<file path="config.mk">
export PLATFORM = sky130hd
export DESIGN_NAME = limn2600_mem_arbiter
export DESIGN_NICKNAME = d
export VERILOG_FILES = /design/src/rtl/limn2600_mem_arbiter_pkg.sv /design/src/rtl/limn2600_mem_arbiter_rr_picker.sv /design/src/rtl/limn2600_mem_arbiter.sv
export SDC_FILE = /design/constraint.sdc
export NUM_CORES = 1
export LEC_CHECK = 0
export ABC_AREA = 0
export CAP_MARGIN = 20
export CORE_MARGIN = 3
export CORE_UTILIZATION = 40
export DETAILED_ROUTE_END_ITERATION = 6
export PLACE_DENSITY = 0.8
export SKIP_CTS_REPAIR_TIMING = 1
export SYNTH_ARGS = -nofsm -noshare
export SYNTH_HDL_FRONTEND = slang
export SYNTH_SLANG_ARGS = --single-unit
</file>
<file path="constraint.sdc">
create_clock -name clk_i -period 2.8 [get_ports clk_i]
set_input_delay 0.42 -clock clk_i [delete_from_list [all_inputs] [get_ports clk_i]]
set_output_delay 0.42 -clock clk_i [all_outputs]
set_load 0.02 [all_outputs]
</file>
<file path="src/rtl/limn2600_mem_arbiter_pkg.sv">
// Shared types for the Limn2600 SRAM arbiter: FSM states, requester ids and
// the word-alignment rule applied to every incoming byte address.
// Latency: n/a (types only). Backpressure: n/a.
package limn2600_mem_pkg;

  typedef enum logic [1:0] {
    ARB_IDLE,
    ARB_ISSUE,
    ARB_WAIT,
    ARB_RESP
  } arb_state_t;

  typedef enum logic {
    REQ_IF,
    REQ_DM
  } req_id_t;

  localparam logic [31:0] ADDR_ALIGN_MASK = 32'h3;

  // Only whole 32-bit words are accessible; any low address bit set is an error.
  function automatic logic is_misaligned(input logic [31:0] addr);
    return (addr & ADDR_ALIGN_MASK) != 32'h0;
  endfunction

endpackage

</file>
<file path="src/rtl/limn2600_mem_arbiter_rr_picker.sv">
// 2-way round-robin picker: grants the single requester, or on a tie the one
// that did not win last time. Latency: combinational. Backpressure: none.
// Ports: req_i[0]=IF, req_i[1]=DM; last_i = previous winner;
//        grant_valid_o = any request; grant_id_o = chosen requester.
module limn2600_rr_picker
  import limn2600_mem_pkg::*;
(
  input  logic [1:0] req_i,
  input  req_id_t    last_i,
  output logic       grant_valid_o,
  output req_id_t    grant_id_o
);

  always_comb begin
    grant_valid_o = |req_i;
    grant_id_o    = REQ_IF;
    if (req_i == 2'b11) begin
      grant_id_o = (last_i == REQ_IF) ? REQ_DM : REQ_IF;
    end else if (req_i[1]) begin
      grant_id_o = REQ_DM;
    end
  end

endmodule

</file>
<file path="src/rtl/limn2600_mem_arbiter.sv">
// Shares the single-ported Limn2600 SRAM between instruction fetch (IF, read
// only) and data (DM, read/write), round-robin, one SRAM access in flight.
// Latency: req sampled in IDLE cycle N -> mem_cs N+1 -> ack N+3 (misaligned: ack N+1).
// Backpressure: none queued; requesters hold req/addr/data until their ack.
// Ports: clk_i/rst_ni (async active-low); if_* and dm_* requester ports with
//        one-cycle ack/err/rdata; mem_* SRAM side; busy_o whenever not IDLE.
module limn2600_mem_arbiter
  import limn2600_mem_pkg::*;
#(
  parameter int DATA_WIDTH = 32,
  parameter int TIMEOUT    = 16   // >= 2
) (
  input  logic                  clk_i,
  input  logic                  rst_ni,
  // instruction fetch port
  input  logic                  if_req_i,
  input  logic [31:0]           if_addr_i,
  output logic                  if_ack_o,
  output logic                  if_err_o,
  output logic [DATA_WIDTH-1:0] if_rdata_o,
  // data port
  input  logic                  dm_req_i,
  input  logic                  dm_we_i,
  input  logic [31:0]           dm_addr_i,
  input  logic [DATA_WIDTH-1:0] dm_wdata_i,
  output logic                  dm_ack_o,
  output logic                  dm_err_o,
  output logic [DATA_WIDTH-1:0] dm_rdata_o,
  // SRAM side
  output logic                  mem_cs_o,
  output logic                  mem_we_o,
  output logic [31:0]           mem_addr_o,
  output logic [DATA_WIDTH-1:0] mem_data_in_o,
  input  logic [DATA_WIDTH-1:0] mem_data_out_i,
  input  logic                  mem_rdy_i,
  output logic                  busy_o
);

  localparam int                 TIMER_W    = $clog2(TIMEOUT + 1);
  localparam logic [TIMER_W-1:0] TIMER_LAST = TIMER_W'(TIMEOUT - 1);

  arb_state_t           state_q;
  req_id_t              last_q;
  req_id_t              owner_q;
  logic                 we_q;
  logic [TIMER_W-1:0]   timer_q;

  logic                  if_ack_q, if_err_q, dm_ack_q, dm_err_q;
  logic [DATA_WIDTH-1:0] if_rdata_q, dm_rdata_q;
  logic                  mem_cs_q, mem_we_q, busy_q;
  logic [31:0]           mem_addr_q;
  logic [DATA_WIDTH-1:0] mem_data_in_q;

  logic    grant_valid;
  req_id_t grant_id;

  // Request selected by the picker this cycle (only meaningful in IDLE).
  logic                  sel_we_d;
  logic [31:0]           sel_addr_d;
  logic [DATA_WIDTH-1:0] sel_wdata_d;

  // Response to be registered at the next edge, and to whom.
  logic                  resp_fire_d;
  logic                  resp_err_d;
  logic [DATA_WIDTH-1:0] resp_data_d;
  req_id_t               resp_id_d;

  limn2600_rr_picker u_picker (
    .req_i         ({dm_req_i, if_req_i}),
    .last_i        (last_q),
    .grant_valid_o (grant_valid),
    .grant_id_o    (grant_id)
  );

  // IF is read-only, so its write enable and data are forced to zero.
  always_comb begin
    sel_we_d    = 1'b0;
    sel_addr_d  = if_addr_i;
    sel_wdata_d = '0;
    if (grant_id == REQ_DM) begin
      sel_we_d    = dm_we_i;
      sel_addr_d  = dm_addr_i;
      sel_wdata_d = dm_wdata_i;
    end
  end

  always_comb begin
    resp_fire_d = 1'b0;
    resp_err_d  = 1'b0;
    resp_data_d = '0;
    resp_id_d   = owner_q;
    case (state_q)
      ARB_IDLE: begin
        // Misaligned requests are answered without touching the SRAM.
        if (grant_valid && is_misaligned(sel_addr_d)) begin
          resp_fire_d = 1'b1;
          resp_err_d  = 1'b1;
          resp_id_d   = grant_id;
        end
      end
      ARB_WAIT: begin
        if (mem_rdy_i) begin
          resp_fire_d = 1'b1;
          resp_data_d = we_q ? '0 : mem_data_out_i;
        end else if (timer_q == TIMER_LAST) begin
          resp_fire_d = 1'b1;
          resp_err_d  = 1'b1;
        end
      end
      default: ;
    endcase
  end

  always_ff @(posedge clk_i or negedge rst_ni) begin
    if (!rst_ni) begin
      state_q       <= ARB_IDLE;
      last_q        <= REQ_DM;    // IF wins the first tie after reset
      owner_q       <= REQ_IF;
      we_q          <= 1'b0;
      timer_q       <= '0;
      if_ack_q      <= 1'b0;
      if_err_q      <= 1'b0;
      if_rdata_q    <= '0;
      dm_ack_q      <= 1'b0;
      dm_err_q      <= 1'b0;
      dm_rdata_q    <= '0;
      mem_cs_q      <= 1'b0;
      mem_we_q      <= 1'b0;
      mem_addr_q    <= '0;
      mem_data_in_q <= '0;
      busy_q        <= 1'b0;
    end else begin
      // Ack/err/rdata are single-cycle and zero otherwise.
      if_ack_q   <= resp_fire_d && (resp_id_d == REQ_IF);
      if_err_q   <= resp_fire_d && (resp_id_d == REQ_IF) && resp_err_d;
      if_rdata_q <= (resp_fire_d && (resp_id_d == REQ_IF)) ? resp_data_d : '0;
      dm_ack_q   <= resp_fire_d && (resp_id_d == REQ_DM);
      dm_err_q   <= resp_fire_d && (resp_id_d == REQ_DM) && resp_err_d;
      dm_rdata_q <= (resp_fire_d && (resp_id_d == REQ_DM)) ? resp_data_d : '0;

      // SRAM bus is driven only during the ISSUE cycle.
      mem_cs_q      <= 1'b0;
      mem_we_q      <= 1'b0;
      mem_addr_q    <= '0;
      mem_data_in_q <= '0;

      case (state_q)
        ARB_IDLE: begin
          if (grant_valid) begin
            owner_q <= grant_id;
            last_q  <= grant_id;
            we_q    <= sel_we_d;
            busy_q  <= 1'b1;
            if (resp_fire_d) begin
              state_q <= ARB_RESP;
            end else begin
              state_q       <= ARB_ISSUE;
              mem_cs_q      <= 1'b1;
              mem_we_q      <= sel_we_d;
              mem_addr_q    <= sel_addr_d;
              mem_data_in_q <= sel_wdata_d;
            end
          end
        end
        ARB_ISSUE: begin
          timer_q <= '0;
          state_q <= ARB_WAIT;
        end
        ARB_WAIT: begin
          if (resp_fire_d) begin
            state_q <= ARB_RESP;
          end else begin
            timer_q <= timer_q + TIMER_W'(1);
          end
        end
        ARB_RESP: begin
          state_q <= ARB_IDLE;
          busy_q  <= 1'b0;
        end
        default: begin
          state_q <= ARB_IDLE;
          busy_q  <= 1'b0;
        end
      endcase
    end
  end

  assign if_ack_o      = if_ack_q;
  assign if_err_o      = if_err_q;
  assign if_rdata_o    = if_rdata_q;
  assign dm_ack_o      = dm_ack_q;
  assign dm_err_o      = dm_err_q;
  assign dm_rdata_o    = dm_rdata_q;
  assign mem_cs_o      = mem_cs_q;
  assign mem_we_o      = mem_we_q;
  assign mem_addr_o    = mem_addr_q;
  assign mem_data_in_o = mem_data_in_q;
  assign busy_o        = busy_q;

endmodule
</file>
**After elaboration in Yosys (flattened, before gate mapping)**

Index checks and enable logic that the tools add are counted.

- Logic and storage cells: 79
- Input bits: 134
- Output and inout port bits: 135
- Bits in registers: 145

- Bitwise gates (word level): 1
- Add/subtract/negate cells: 1
- Mux-type cells: 39
- Reductions and logical operators: 14
- Equality and inequality tests: 8

Operators by type and width:

| kind | count |
|---|---|
| 2-to-1 mux 32 bit | 13 |
| nonzero test 32 bit | 1 |
| 2-to-1 mux 1 bit | 17 |
| one-hot mux 5 bit (2 select lines) | 1 |
| one-hot mux 2 bit (4 select lines) | 1 |
| AND reduction 2 bit | 4 |
| equality test 2 bit (second input constant) | 3 |
| 2-to-1 mux 2 bit | 3 |
| inequality test 2 bit (second input constant) | 3 |
| one-hot mux 1 bit (2 select lines) | 3 |
| adder 5 x 1 -> 5 bit (second input constant) | 1 |
| equality test 5 x 4 -> 1 bit (second input constant) | 1 |
| logical AND 1 bit | 5 |
| 2-to-1 mux 5 bit | 1 |
| nonzero test 2 bit | 2 |
| equality test 2 x 1 -> 1 bit (second input constant) | 1 |
| zero test 2 bit | 1 |
| OR reduction 2 bit | 1 |
| NOT 1 bit | 1 |

**Depth between registers and ports, before layout**

- Depth after elaboration: 10
- Gate-level depth with buffers: 9
- Depth with buffers taken out: 7

**Modules after synthesis**

A second synthesis with hierarchy kept.

- Cell total of the unflattened synthesis: 401
- Area, all modules: 5,270.1 um2

By module, submodules not included:

| module | cells each | times used | area an instance (um2) | seq. area each (um2) |
|---|---|---|---|---|
| limn2600_mem_arbiter | 399 | 1 | 5,256.3 | 3,629.7 |
| limn2600_rr_picker | 2 | 1 | 13.8 | 0.0 |

**Worst setup path before layout**

OpenSTA, ideal clock, no wires.

- Kind: flip-flop to flip-flop
- Start: register timer_q[0]
- End: register if_rdata_q[23] (netlist: if_rdata_o[23])
- Data arrival time: 2.003 ns
- Path buffers: 1
- Library setup time: 0.120 ns
- Data required time: 2.680 ns
- Stages on the path, launching flop included: 9
- Setup slack: 0.677 ns
- Clock period less this slack: 2.123 ns
- Path through: dfrtp_1 > ha_1 > and3_1 > ha_1 > o21ai_1 > o22a_1 > o32ai_2 > clkbuf_1 > and3_1

- Cells in the longest elaborated chain, start to end: 6

RTL lines:

| element | RTL line | text |
|---|---|---|
| from (decl) | limn2600_mem_arbiter.sv:46 | `logic [TIMER_W-1:0] timer_q;` |
| from (signal assigned) | limn2600_mem_arbiter.sv:173 | `timer_q <= timer_q + TIMER_W'(1);` |
| equality test 5 x 4 -> 1 bit | limn2600_mem_arbiter.sv:105 | `end else if (timer_q == TIMER_LAST) begin` |
| 2-to-1 mux 1 bit | limn2600_mem_arbiter.sv:105 |  |
| 2-to-1 mux 1 bit | limn2600_mem_arbiter.sv:102 | `if (mem_rdy_i) begin` |
| one-hot mux 1 bit (2 select lines) | limn2600_mem_arbiter.sv:92 | `case (state_q)` |
| logical AND 1 bit | limn2600_mem_arbiter.sv:136 | `if_rdata_q <= (resp_fire_d && (resp_id_d == REQ_IF)) ? resp_data_d : '0;` |
| 2-to-1 mux 32 bit | limn2600_mem_arbiter.sv:136 |  |
| to (signal assigned) | limn2600_mem_arbiter.sv:136 |  |
| to (decl) | limn2600_mem_arbiter.sv:49 | `logic [DATA_WIDTH-1:0] if_rdata_q, dm_rdata_q;` |

Every way passes these cells.
A chain may end at the register's enable or synchronous reset.

**Final worst setup path**

- Start: register timer_q[1]
- End: register dm_rdata_q[5] (netlist: dm_rdata_o[5])

- Cells in the longest elaborated chain, start to end: 6

RTL lines:

| element | RTL line | text |
|---|---|---|
| equality test 5 x 4 -> 1 bit | limn2600_mem_arbiter.sv:105 |  |
| 2-to-1 mux 1 bit | limn2600_mem_arbiter.sv:105 |  |
| 2-to-1 mux 1 bit | limn2600_mem_arbiter.sv:102 |  |
| one-hot mux 1 bit (2 select lines) | limn2600_mem_arbiter.sv:92 |  |
| logical AND 1 bit | limn2600_mem_arbiter.sv:139 | `dm_rdata_q <= (resp_fire_d && (resp_id_d == REQ_DM)) ? resp_data_d : '0;` |
| 2-to-1 mux 32 bit | limn2600_mem_arbiter.sv:139 |  |
| to (signal assigned) | limn2600_mem_arbiter.sv:139 |  |
| to (decl) | limn2600_mem_arbiter.sv:49 |  |

Every way passes these cells.

==> impl_table.tex <==
\begin{tabular}{lr}
\hline
Metric & Value \\
\hline
\multicolumn{2}{l}{\textbf{Timing}} \\
Setup TNS Final & 0 ns \\
Max transition margin & 0.650 \\
Final setup skew & 0.00640 ns \\
Worst-margin pin slew & 0.525 ns \\
Endpoints failing setup & 0 \\
Count of final max-slew check failures & 0 \\
Setup repair after global routing missed its margin & false \\
Final clock period utilization by the worst path & 0.838 \\
Hold Violations, Final & 0 \\
Tmin final & 2.35 ns \\
Max Clock Freq & 0.426 GHz \\
\multicolumn{2}{l}{\textbf{Route}} \\
WL/cell & 18.1 µm \\
Length of routed met2 wiring & 8910 µm \\
Total length of routed wires & 16400 µm \\
Uppermost signal routing layer after detailed routing & met4 \\
Detail Route met3 WL & 1050 µm \\
Routed metal-1 wire length & 6160 µm \\
DRC violation count after routing & 0 \\
First-pass iteration count of the detailed router & 5 \\
Via density per instance & 4.99 \\
Drt first-iter violations & 332 \\
Count of vias placed by the detailed router & 4543 \\
Number of antenna-violating nets in the routed design & 0 \\
\multicolumn{2}{l}{\textbf{Yosys}} \\
Number of enable-type register cells in the synthesized netlist & 0 \\
Post-Synthesis Mean Instance Area & 11.7 µm² \\
Post-synthesis cell type with the largest combined area & dfrtp\_1 \\
Main flop type after synthesis & dfrtp\_1 \\
Ranking of synthesized cells by area & dfrtp\_1 68\%, and3\_1 7.6\%, nand2\_1 5.2\% \\
Summed instance area of the synthesized netlist & 5320 µm² \\
Proportion of netlist area held by the largest area contributor & 0.677 \\
Share of flip-flops with an asynchronous set or reset after synthesis & 1.00 \\
Count of synthesis-stage warnings from yosys & 0 \\
Post-Syn Instances & 456 \\
Flip-flop and latch count after synthesis & 145 \\
Register area share after synthesis & 0.682 \\
Count of distinct cell types in the synthesized netlist & 39 \\
\multicolumn{2}{l}{\textbf{Flow run}} \\
Max-capacitance violation count & 0 \\
\multicolumn{2}{l}{\textbf{Layout}} \\
Post-route insts no fill & 911 \\
Layout overhead on the synthesized area & 65.8\% \\
Most frequent cells in the layout & 267 x clkdlybuf4s50\_1, 144 x dfrtp\_1, 74 x nand2\_1, 65 x and3\_1, 36 x a21oi\_1 \\
Leading cell type in the layout, fill and taps excluded & clkdlybuf4s50\_1 \\
Number of nets at the end of the flow & 868 \\
Total inserted antenna cells & 0 \\
Post-route cell area & 8820 µm² \\
Layout cells sized above 1 & 0.0717 \\
\multicolumn{2}{l}{\textbf{Clock tree}} \\
Maximum root-to-sink buffer count & 2 \\
Number of levels the H-tree was split into & 4 \\
CTS tree & done \\
Latest clock arrival within the worst-skew pair & 0.41 ns \\
Clock transition at the register clock pins on the worst setup and hold paths after CTS & 0.06 ns \\
Clock root buffer & clkbuf\_16 \\
TritonCTS buffer count & 17 \\
CTS sink cnt & 145 \\
\multicolumn{2}{l}{\textbf{Global route}} \\
First-pass GRT wire length & 25200 µm \\
Largest net degree at the start of global routing & 70 \\
Antenna violations before repair & 0 \\
Vias in the first global route & 4566 \\
Leftover overflow at the end of global routing & 0 \\
GRT Resource Usage Total & 0.225 \\
\multicolumn{2}{l}{\textbf{Setup path}} \\
Startpoint class of the critical path & flip-flop \\
Critical path arrival & 2.69 ns \\
Category of the most critical setup path & reg -> reg \\
WP data required & 3.14 ns \\
Top fanout value on the critical path & 34 \\
CP Capture Type & flip-flop \\
\multicolumn{2}{l}{\textbf{Power and ir drop}} \\
Worst voltage drop across the vdd grid & 0.472 mV \\
Power density over the cells & 724 nW/µm² \\
Leakage power & 4.23 nW \\
Final Power & 6.39 mW \\
\multicolumn{2}{l}{\textbf{Die}} \\
Number of top-level pins & 269 \\
Die Outline Area & 14700 µm² \\
Starting density of the core & 0.415 \\
Core ar. & 12800 µm² \\
Horizontal extent of the die & 121 µm \\
Site row count & 41 \\
Die height & 121 µm \\
\multicolumn{2}{l}{\textbf{Place}} \\
Final weighted congestion in routability-driven placement & 0.841 \\
Post-detailed-placement half-perimeter wirelength & 11800 µm \\
Count of input and output buffers & 268 \\
Number of cells in the design after placement & 879 \\
Instance area after placement & 8240 µm² \\
\multicolumn{2}{l}{\textbf{Outcome}} \\
Status & complete, no violations \\
\multicolumn{2}{l}{\textbf{Hold path}} \\
Hold Path Class & reg -> reg \\
\hline
\end{tabular}
[metal layers]
layer	vias up	GRT usage
met4	0	0.0833
met1	2250	0.266
li1	2075	-
met3	24	0.0499
met5	-	0
met2	194	0.398
[sequential cells by signal, summed over array words and instances (netlist names)]
name           cells
mem_we_o           1
owner_q            1
last_q             1
dm_rdata_o        32
dm_ack_o           1
we_q               1
mem_data_in_o     32
timer_q            5
if_err_o           1
if_ack_o           1
mem_cs_o           1
if_rdata_o        32
dm_err_o           1
state_q            2
busy_o             1
mem_addr_o        32
[synthesized netlist by cell type (2+ instances only)]
master    count
nor2_1        7
nor3b_1       2
o21ai_0       5
clkbuf_1     29
nand2_1      74
nor2b_1       3
and2_1       32
o21ai_1       2
nand3_1       8
o211ai_1      3
nand4_1       3
buf_2         2
inv_1         6
a31oi_1       4
a21oi_1      36
dfrtp_1     144
nor3_1        4
ha_1          6
o21a_1        2
and3_1       65
[worst paths after layout]
| path | from | to | slack [ns] | cells past startpoint |
|---|---|---|---|---|
| hold reg to reg | we_q$_DFFE_PN0P_ | we_q$_DFFE_PN0P_ | 0.50 | 2 |
| setup / recovery | timer_q[1]$_DFFE_PN0P_ | dm_rdata_o[5]$_DFF_PN0_ | 0.45 | 8 |
| setup reg to reg | timer_q[1]$_DFFE_PN0P_ | dm_rdata_o[5]$_DFF_PN0_ | 0.45 | 8 |
| min in group asynchronous | rst_ni | mem_data_in_o[27]$_DFF_PN0_ | 0.57 | 2 |
| max in group asynchronous | rst_ni | last_q$_DFFE_PN1P_ | 1.44 | 3 |
| hold / removal | we_q$_DFFE_PN0P_ | we_q$_DFFE_PN0P_ | 0.50 | 2 |
[kinds of logic (layout without fill, tap and decap cells)]
kind of cell,count (synthesis),after routing,synth area share
AO/OA/AOI/OAI,64,64,0.0757
other,1,2,0.000705
buffers and inverters,37,319,0.0266
flip-flops,145,145,0.682
AND/OR/NAND/NOR,201,201,0.197
adder cells (fa/ha/maj),6,6,0.0141
multiplexers,2,2,0.00400
[metrics by stage]
| stage | utilization | hold WS (ns) | setup WS [ns] |
|---|---|---|---|
| 6_report | 0.688 | 0.501 | 0.452 |
| 3_5_place_dp | 0.642 | 0.423 | 0.168 |
| 2_1_floorplan | - | 0.124 | 0.677 |
| 3_3_place_gp | 0.642 | 0.413 | 0.241 |
| 4_1_cts | 0.686 | -0.0188 | 0.325 |
| 5_1_grt | 0.688 | 0.540 | 0.272 |
[final cells by class]
class / instances / area (µm²)
flip-flops and latches: 145 / 3630
inverters: 6 / 22.5
clock inverters: 11 / 116
well taps: 172 / 215
clock buffers: 19 / 443
multi-input cells: 275 / 1580
fillers: 925 / 4000
repair buffers: 283 / 2820
[report_power, final]
part           switching, mW  internal, mW
sequential             0.131          2.32
combinational          0.999         0.799
clock                  0.821          1.32
total                   1.95          4.44
[worst max-delay path, stage by stage, from the launching register on]
cell	delay [ns]
dfrtp_1	0.42
ha_1	0.21
and3_1	0.17
ha_1	0.19
o21a_1	0.42
o211ai_1	0.20
o21ai_2	0.09
buf_4	0.31
and3_1	0.22
Power figures use the tool's default switching activity.
